--- config.mk ---
export PLATFORM = sky130hd
export DESIGN_NAME = instr_fetch
export DESIGN_NICKNAME = d
export VERILOG_FILES = /design/src/rtl/instr_fetch.sv
export SDC_FILE = /design/constraint.sdc
export NUM_CORES = 1
export LEC_CHECK = 0
export BUFFER_PORTS_ARGS = -buffer_cell sky130_fd_sc_hd__buf_2
export CAP_MARGIN = 5
export CORE_MARGIN = 10
export CORE_UTILIZATION = 30
export DETAILED_ROUTE_END_ITERATION = 8
export HOLD_SLACK_MARGIN = 0.02
export SYNTH_ARGS = -nofsm -noshare
export SYNTH_HDL_FRONTEND = slang
export SYNTH_SLANG_ARGS = --single-unit
--- constraint.sdc ---
create_clock -name clk -period 2.1 [get_ports clk]
set_input_delay 0.315 -clock clk [delete_from_list [all_inputs] [get_ports clk]]
set_output_delay 0.315 -clock clk [all_outputs]
set_load 0.05 [all_outputs]
--- src/rtl/instr_fetch.sv ---
// -----------------------------------------------------------------------------
// instr_fetch
//
// Fetch stage that sits directly behind program_counter. It takes the current
// PC, issues one instruction-memory request at a time, and parks each response
// together with its PC in a small FIFO. The FIFO feeds decode.
//
// Valid/ready semantics apply to both the imem request port and the decode
// port. A transfer happens on a rising edge where valid and ready are both 1.
// Once the producer raises valid, it holds valid and its payload stable until
// that transfer happens, except when a flush withdraws the request. Ready may
// be raised or lowered at any time. The imem response port has no ready:
// memory cannot be stalled, so a slot is reserved before each request issues.
//
// Parameters
//   size   address / instruction width in bits
//   DEPTH  output FIFO entries (power of two, >= 2)
//
// Ports
//   clk             clock, all state updates on the rising edge
//   rst             asynchronous, active-low reset
//   pc_in           current PC from program_counter
//   flush           redirect; drops in-flight and buffered work
//   pc_advance      1-cycle pulse when a request is accepted (PC may step)
//   imem_req_valid  request valid toward instruction memory
//   imem_req_ready  memory accepts the request
//   imem_req_addr   request address (pc_in latched at issue)
//   imem_rsp_valid  response valid (never back-pressured)
//   imem_rsp_data   instruction word
//   if_valid        FIFO head valid toward decode
//   if_ready        decode accepts the head
//   if_pc           PC of the FIFO head
//   if_instr        instruction of the FIFO head
//   fsm_state       current fetch FSM state (debug visibility)
// -----------------------------------------------------------------------------
module instr_fetch #(
  parameter int size  = 32,
  parameter int DEPTH = 2
) (
  input  logic            clk,
  input  logic            rst,
  input  logic [size-1:0] pc_in,
  input  logic            flush,
  output logic            pc_advance,
  output logic            imem_req_valid,
  input  logic            imem_req_ready,
  output logic [size-1:0] imem_req_addr,
  input  logic            imem_rsp_valid,
  input  logic [size-1:0] imem_rsp_data,
  output logic            if_valid,
  input  logic            if_ready,
  output logic [size-1:0] if_pc,
  output logic [size-1:0] if_instr,
  output logic [1:0]      fsm_state
);

  localparam int PTR_W = (DEPTH > 1) ? $clog2(DEPTH) : 1;
  localparam int CNT_W = $clog2(DEPTH + 1);

  // The extra bit lets count plus the outstanding slot compare without
  // wrapping when the FIFO is already full.
  localparam logic [CNT_W:0] DEPTH_LIM = (CNT_W + 1)'(DEPTH);

  // FSM encoding
  localparam logic [1:0] S_IDLE    = 2'd0;
  localparam logic [1:0] S_REQ     = 2'd1;
  localparam logic [1:0] S_WAIT    = 2'd2;
  localparam logic [1:0] S_DISCARD = 2'd3;

  logic [1:0]      state;
  logic [1:0]      state_nxt;
  logic [size-1:0] addr_q;

  // FIFO storage and bookkeeping
  logic [size-1:0] mem_pc    [DEPTH];
  logic [size-1:0] mem_instr [DEPTH];
  logic [PTR_W-1:0] wr_ptr;
  logic [PTR_W-1:0] rd_ptr;
  logic [CNT_W-1:0] count;

  logic            req_fire;
  logic            outstanding;
  logic [CNT_W:0]  committed;
  logic            issue_ok;
  logic            push;
  logic            pop;

  // ---------------------------------------------------------------------------
  // Handshake decode
  // ---------------------------------------------------------------------------
  assign imem_req_valid = (state == S_REQ);
  assign imem_req_addr  = addr_q;
  assign req_fire       = imem_req_valid & imem_req_ready;

  // A flush in REQ cancels the request, so it must not step the PC even if
  // memory happens to show ready in the same cycle.
  assign pc_advance     = req_fire & ~flush;

  // A request in REQ or WAIT owns one FIFO slot. Its response is guaranteed
  // room because this slot is counted before the next request issues.
  // DISCARD does not own a slot because its response is dropped.
  assign outstanding = (state == S_REQ) || (state == S_WAIT);
  assign committed   = {1'b0, count} + {{CNT_W{1'b0}}, outstanding};
  assign issue_ok    = (state == S_IDLE) && !flush && (committed < DEPTH_LIM);

  // A response that meets a flush belongs to the old path and is dropped.
  assign push = (state == S_WAIT) & imem_rsp_valid & ~flush;

  // A pop in a flush cycle is ignored, because flush empties the FIFO anyway.
  assign pop  = if_valid & if_ready & ~flush;

  assign fsm_state = state;

  // ---------------------------------------------------------------------------
  // Fetch FSM
  // ---------------------------------------------------------------------------
  always_comb begin
    state_nxt = state;
    case (state)
      S_IDLE: begin
        if (issue_ok) state_nxt = S_REQ;
      end
      S_REQ: begin
        if (flush)         state_nxt = S_IDLE;
        else if (req_fire) state_nxt = S_WAIT;
      end
      S_WAIT: begin
        // With a same-cycle response the transaction is already closed, so
        // go back to IDLE. Without one, the late response still has to be
        // absorbed in DISCARD.
        if (imem_rsp_valid)  state_nxt = S_IDLE;
        else if (flush)      state_nxt = S_DISCARD;
      end
      S_DISCARD: begin
        // Only the stale response ends this state. Further flushes keep us
        // here because nothing new has been requested.
        if (imem_rsp_valid)  state_nxt = S_IDLE;
      end
      default: state_nxt = S_IDLE;
    endcase
  end

  always_ff @(posedge clk or negedge rst) begin
    if (!rst) begin
      state  <= S_IDLE;
      addr_q <= '0;
    end else begin
      state <= state_nxt;
      // The address latches only on issue, so it stays put while REQ waits
      // for ready even if program_counter changes pc_in.
      if (issue_ok) addr_q <= pc_in;
    end
  end

  // ---------------------------------------------------------------------------
  // Output FIFO
  // ---------------------------------------------------------------------------
  always_ff @(posedge clk or negedge rst) begin
    if (!rst) begin
      wr_ptr <= '0;
      rd_ptr <= '0;
      count  <= '0;
      for (int i = 0; i < DEPTH; i++) begin
        mem_pc[i]    <= '0;
        mem_instr[i] <= '0;
      end
    end else if (flush) begin
      // Storage is left as is. The entries become unreachable once the
      // pointers and count clear.
      wr_ptr <= '0;
      rd_ptr <= '0;
      count  <= '0;
    end else begin
      if (push) begin
        mem_pc[wr_ptr]    <= addr_q;
        mem_instr[wr_ptr] <= imem_rsp_data;
        wr_ptr            <= wr_ptr + PTR_W'(1);
      end
      if (pop) begin
        rd_ptr <= rd_ptr + PTR_W'(1);
      end
      // push and pop together leave count unchanged. The credit check means a
      // push never lands on a full FIFO.
      case ({push, pop})
        2'b10:   count <= count + CNT_W'(1);
        2'b01:   count <= count - CNT_W'(1);
        default: count <= count;
      endcase
    end
  end

  assign if_valid = (count != '0);
  assign if_pc    = mem_pc[rd_ptr];
  assign if_instr = mem_instr[rd_ptr];

endmodule

==> metrics.cfg, run 1 <==
[synth]
syn_nets = 530
async_flop_share_pct = 100
synth_cell_types = 25
netlist.area_leader.share_pct = 57.3
synth_largest_area_cell = dfrtp_1
synthesis.area_um2 = 7250
ys.flop_type = dfrtp_1
yosys_warnings = 0
avgSynthCellArea_um2 = 15.9
yosysMostFrequentCell = mux2_2
synth_edf_count = 0
synth_cells = 455
ys_seq_area_share_pct = 57.3
synth_commonest_cells = 190 x mux2_2, 166 x dfrtp_1, 30 x mux2_4
ys_top_cells_by_area = dfrtp_1 57%, mux2_2 30%, mux2_4 6.2%, buf_2 1.2%, ha_1 0.86%
synth_seq_cells = 166

[run_status]
outcome = completed

[timing]
setup_viol = 0
tightest_slew_ns = 0.422
rsz0062_at_grt = false
fmax_mhz = 489
min_period_ns = 2.04
drv_slew = 0
slew_headroom_pct = 71.9
hold_viol_final = 0
setup_tns_ns = 0
hold-worst-slack_ns = 0.131
worst_clock_skew_ns = 0.00733
fin_crit_sh_pct = 97.4

[detailed_routing]
finalWirelength_mm = 17.0
vias = 4322
vias_per_cell = 4.49
first_pass_iters = 4
drt-wirelength-per-cell_um = 17.7
drc = 0
drt_iter0_markers = 156
antenna_left = 0

[floorplanning]
pin_count = 171
die_x_um = 175
rows = 56
dieHeight_um = 175
start_util_pct = 30.7
die_area_um2 = 30800
core_area_um2 = 23600

[power]
max-vdd-ir-drop_uv = 669
p_per_area_nw_per_um2 = 1580
total_leakage_power_uw = 0.00465

[cts]
insertion_delay_ns = 0.41
clk_path_buf_depth = 2
cts_sinks = 166
cts_made_buffers = 17
root_buffer = clkbuf_16
clk_pin_slew_ns = 0.07
htreeDepth = 4
cts_tree = built

[setup_path]
ff2ff_path_depth = 6
r2r_start = fsm_state[0]
endpoint_kind = flop
arrival_ns = 2.33
rrSetupSlack_ns = 0.06
reg2reg_to = imem_req_addr[16]
cp.required_ns = 2.39
cp-start-kind = flop
worstSetupPathType = reg -> reg
crit_fanout = 32

[worst_hold_path]
min_path_type = in -> reg
hold_start = pc_in[9]
whs_endpoint = imem_req_addr[9]
min_path_cells = 2

[global_routing]
grt_max_degree = 72
grtUsageTotal_pct = 11.0
first_global_vias = 5101
overflow = 0
grt_antenna_before_repair = 0
grt_pass1_wl_mm = 27.1

[flow_run]
drv_cap = 0

[place]
routabilityCongestion = 0.729
port_buffers = 170
hpwl_mm = 12.1

[final_layout]
syn2layout_area_growth_pct = 25.9
final_nets = 706
n_antenna_cell = 0
fin_util_pct = 38.7
drive_gt1_share_pct = 68.0
fill_cells = 2273

==> cell type report <==
cell class	instances	area [µm²]	area share [%]
sequential	166	4160	45.5
multi-input combinational	259	2910	31.9
timing repair buffer	181	1050	11.6
clock buffer	23	468	5.13
tap	319	399	4.37
clock inverter	9	118	1.29
inverter	6	22.5	0.247
==> sequential cells by signal (all words and copies together) (netlist names) <==
register       count
mem_pc            64
wr_ptr             1
mem_instr         64
count              2
imem_req_addr     32
fsm_state          2
rd_ptr             1
==> power breakdown <==
| group | switching [µW] | internal [µW] | total, µW |
|---|---|---|---|
| combinational | 4330 | 2140 | 6470 |
| clock | 1290 | 1830 | 3120 |
| sequential | 658 | 4160 | 4810 |
==> worst max path at each step <==
stage	from	endpoint	slack, ns	depth (start not counted)
final	fsm_state[0]	imem_req_addr[16]	0.06	6
after global routing	fsm_state[0]	imem_req_addr[16]	0.001	6
after CTS	fsm_state[1]	imem_req_addr[16]	0.05	6
after detailed placement	fsm_state[1]	imem_req_addr[30]	0.07	6
after global placement	fsm_state[1]	imem_req_addr[29]	0.11	6
after floorplan	fsm_state[1]	imem_req_addr[10]	0.02	7
==> cell usage in the layout, fill, tap and decap left out, drive strengths merged, types with 2 or more instances in the layout <==
cell,count
mux2,225
buf,180
dfrtp,166
clkbuf,23
inv,9
ha,5
nor2,5
a21oi,4
nand2,4
nand2b,3
clkinvlp,3
or2,2
mux2i,2
xor2,2
bufinv,2
==> worst max-delay path: stages (launching register included) <==
cell and delay, ns:
dfrtp_2 0.44, inv_2 0.09, ha_1 0.23, a211o_1 0.27, or2_2 0.30, buf_12 0.19, mux2_4 0.34
==> timing repair <==
action | 4_1_cts | 5_1_grt
setup buffers | 0 | 0
endpoints found under the hold margin | 34 | 0
gates resized for setup | 0 | 1
hold buffers | 1 | 0
setup endpoints to repair | 0 | 23
==> kinds of logic after synthesis <==
logic type,count (synthesis),share of synthesized area (%)
AOI/OAI and AO/OA,8,0.725
xor gates and xnor gates,3,0.362
adders and majority gates,5,0.863
buffers and inverters,30,2.73
DFF,166,57.3
muxes,227,36.8
and+or+nand+nor,16,1.26
==> stage by stage <==
step	power, µW	cell area, µm²	worst slack [ns]	std cells
floorplan	9890	7260	0.0229	455
global placement	11200	8530	0.109	930
detailed placement	11500	8530	0.0681	930
CTS	14600	9130	0.0504	963
global route	15100	9130	0.00132	963
finish	14400	9130	0.0552	963
==> layer usage <==
layer	track usage, %	part of all wire, %
met1	12.1	41
met5	0	0
met2	19.7	53
met3	3.92	5.9
met4	3.07	0.76
Power figures use the tool's default switching activity.
==> run 2, diff against run 1 <==
- RECOVER_POWER: unset -> 25
==> metrics.cfg, run 2 (synthesis results as in run 1) <==
[detailed_routing]
drt_iter0_markers = 155  ; was 156
drc = 0  ; unchanged
antenna_left = 0  ; unchanged
drt-wirelength-per-cell_um = 17.7  ; about the same
first_pass_iters = 4  ; unchanged
finalWirelength_mm = 17.0  ; about the same
vias_per_cell = 4.48  ; was 4.49
vias = 4317  ; was 4322

[final_layout]
drive_gt1_share_pct = 68.0  ; unchanged
stdcell_area_um2 = 9110  ; was 9130 µm²
final_common_cell = mux2_2  ; unchanged
layout_common_cells = 190 x mux2_2, 169 x buf_2, 163 x dfrtp_1  ; unchanged
syn2layout_area_growth_pct = 25.7  ; was 25.9%
n_antenna_cell = 0  ; unchanged
fill_cells = 2278  ; was 2273
final_nets = 706  ; unchanged

[worst_hold_path]
min_path_cells = 2  ; unchanged
min_path_type = in -> reg  ; unchanged

[global_routing]
met1_usage_pct = 12.1  ; unchanged
met2_usage_pct = 19.7  ; unchanged
grt_antenna_before_repair = 0  ; unchanged
grt.busiest_layer = met2  ; unchanged
grt_max_degree = 72  ; unchanged
grt_pass1_wl_mm = 27.1  ; unchanged
grtUsageTotal_pct = 11.0  ; unchanged
first_global_vias = 5101  ; unchanged
use_met3_pct = 3.92  ; unchanged
overflow = 0  ; unchanged

[setup_path]
path_cells = inv_2, ha_1, a211o_1, or2_2, buf_12, mux2_4  ; unchanged
crit_end = imem_req_addr[16]  ; unchanged
arrival_ns = 2.33  ; about the same
rrSetupSlack_ns = 0.06  ; about the same
ff2ff_path_depth = 6  ; unchanged
cp.required_ns = 2.39  ; about the same
endpoint_kind = flop  ; unchanged
critPathSlowestCell = dfrtp_2  ; unchanged
startpoint = fsm_state[0]  ; unchanged
crit_fanout = 32  ; unchanged
worstSetupPathType = reg -> reg  ; unchanged
r2r_start = fsm_state[0]  ; unchanged
cp-start-kind = flop  ; unchanged
critical_path.max_stage_delay_ns = 0.44  ; about the same
reg2reg_to = imem_req_addr[16]  ; unchanged

[timing]
tightest_slew_ns = 0.951  ; was 0.422 ns
fin_crit_sh_pct = 97.3  ; was 97.4%
setup_tns_ns = 0  ; unchanged
setup_viol = 0  ; unchanged
drv_slew = 0  ; unchanged
slew_headroom_pct = 36.6  ; was 71.9%
hold_viol_final = 0  ; unchanged
worst_clock_skew_ns = 0.00687  ; was 0.00733 ns
fmax_mhz = 489  ; about the same
min_period_ns = 2.04  ; about the same
rsz0062_at_grt = false  ; unchanged

[place]
placed_cell_area_um2 = 8530  ; unchanged
hpwl_mm = 12.1  ; unchanged
routabilityCongestion = 0.729  ; unchanged
port_buffers = 170  ; unchanged

[flow_run]
drv_cap = 0  ; unchanged

[cts]
cts_sinks = 166  ; unchanged
cts_made_buffers = 17  ; unchanged
cts_tree = built  ; unchanged
clk_path_buf_depth = 2  ; unchanged
clk_pin_slew_ns = 0.07  ; about the same
insertion_delay_ns = 0.41  ; about the same
post_cts_buffers = 0  ; unchanged
root_buffer = clkbuf_16  ; unchanged
htreeDepth = 4  ; unchanged

[power]
combPwrFrac_pct = 44.9  ; about the same
internal_power_uw = 8130  ; about the same
p_seq_share_pct = 33.4  ; about the same
p_per_area_nw_per_um2 = 1580  ; about the same
sw_frac_of_total_pct = 43.5  ; about the same
total_leakage_power_uw = 0.00464  ; was 0.00465 µW
p_sw_uw = 6270  ; about the same
power_uw = 14400  ; about the same
p_clk_share_pct = 21.7  ; about the same
max-vdd-ir-drop_uv = 669  ; about the same

[run_status]
outcome = completed  ; unchanged

[floorplanning]
pin_count = 171  ; unchanged
dieHeight_um = 175  ; unchanged
die_area_um2 = 30800  ; unchanged
die_x_um = 175  ; unchanged
core_area_um2 = 23600  ; unchanged
rows = 56  ; unchanged
start_util_pct = 30.7  ; unchanged

==> run 2: critical path, delay by kind of cell (launching register included) <==
family          cells  cell delay, ns
buf+inv             2            0.28
simple gates        1            0.30
compound gates      1            0.27
fa+ha+maj           1            0.23
mux                 1            0.34
flops               1            0.44
==> run 2: worst min-delay path by stage <==
stage	from	endpoint	slack, ns
final	pc_in[9]	imem_req_addr[9]	0.13
after global placement	rst	mem_pc[3]	0.23
after global routing	pc_in[12]	imem_req_addr[12]	0.10
after detailed placement	rst	mem_pc[3]	0.25
after floorplan	rst	count[0]	0.02
after CTS	pc_in[27]	imem_req_addr[27]	0.11
==> run 2: power groups by stage <==
| stage | logic, µW | clock network (µW) | registers [µW] |
|---|---|---|---|
| after floorplan | 4040 | 0 | 5850 |
| after global placement | 6470 | 0 | 4760 |
| after detailed placement | 6560 | 0 | 4890 |
| after CTS | 6580 | 3230 | 4830 |
| after global routing | 6810 | 3370 | 4960 |
| final | 6470 | 3120 | 4810 |
==> run 2: repair_timing <==
action / CTS / global route
setup endpoints to repair: 0 / 23
endpoints found under the hold margin: 34 / 0
gates resized for setup: 0 / 1
hold buffers: 1 / 0
==> run 2: per-layer routing <==
metal	share of wire, %	wire, µm
met1	41	6940
met3	5.9	1010
met5	0	0
met4	0.76	129
met2	53	8940
==> run 2: layout make-up <==
cell class                      count  area, µm²  area share (%)
Tap cell                          319        399            4.38
Clock inverter                      9        118            1.29
Sequential cell                   166       4160            45.6
Timing Repair Buffer              181       1040            11.4
Multi-Input combinational cell    259       2910            31.9
Clock buffer                       23        468            5.14
Inverter                            6       22.5           0.247
==> run 2: per-stage QoR <==
stage | setup slack (ns) | util (%) | cells | hold WS [ns]
floorplan | 0.0229 | - | 455 | 0.0194
finish | 0.0558 | 38.6 | 963 | 0.131
global placement | 0.109 | 36.1 | 930 | 0.233
global route | 0.00132 | 38.6 | 963 | 0.104
detailed placement | 0.0681 | 36.1 | 930 | 0.246
CTS | 0.0504 | 38.7 | 963 | 0.108
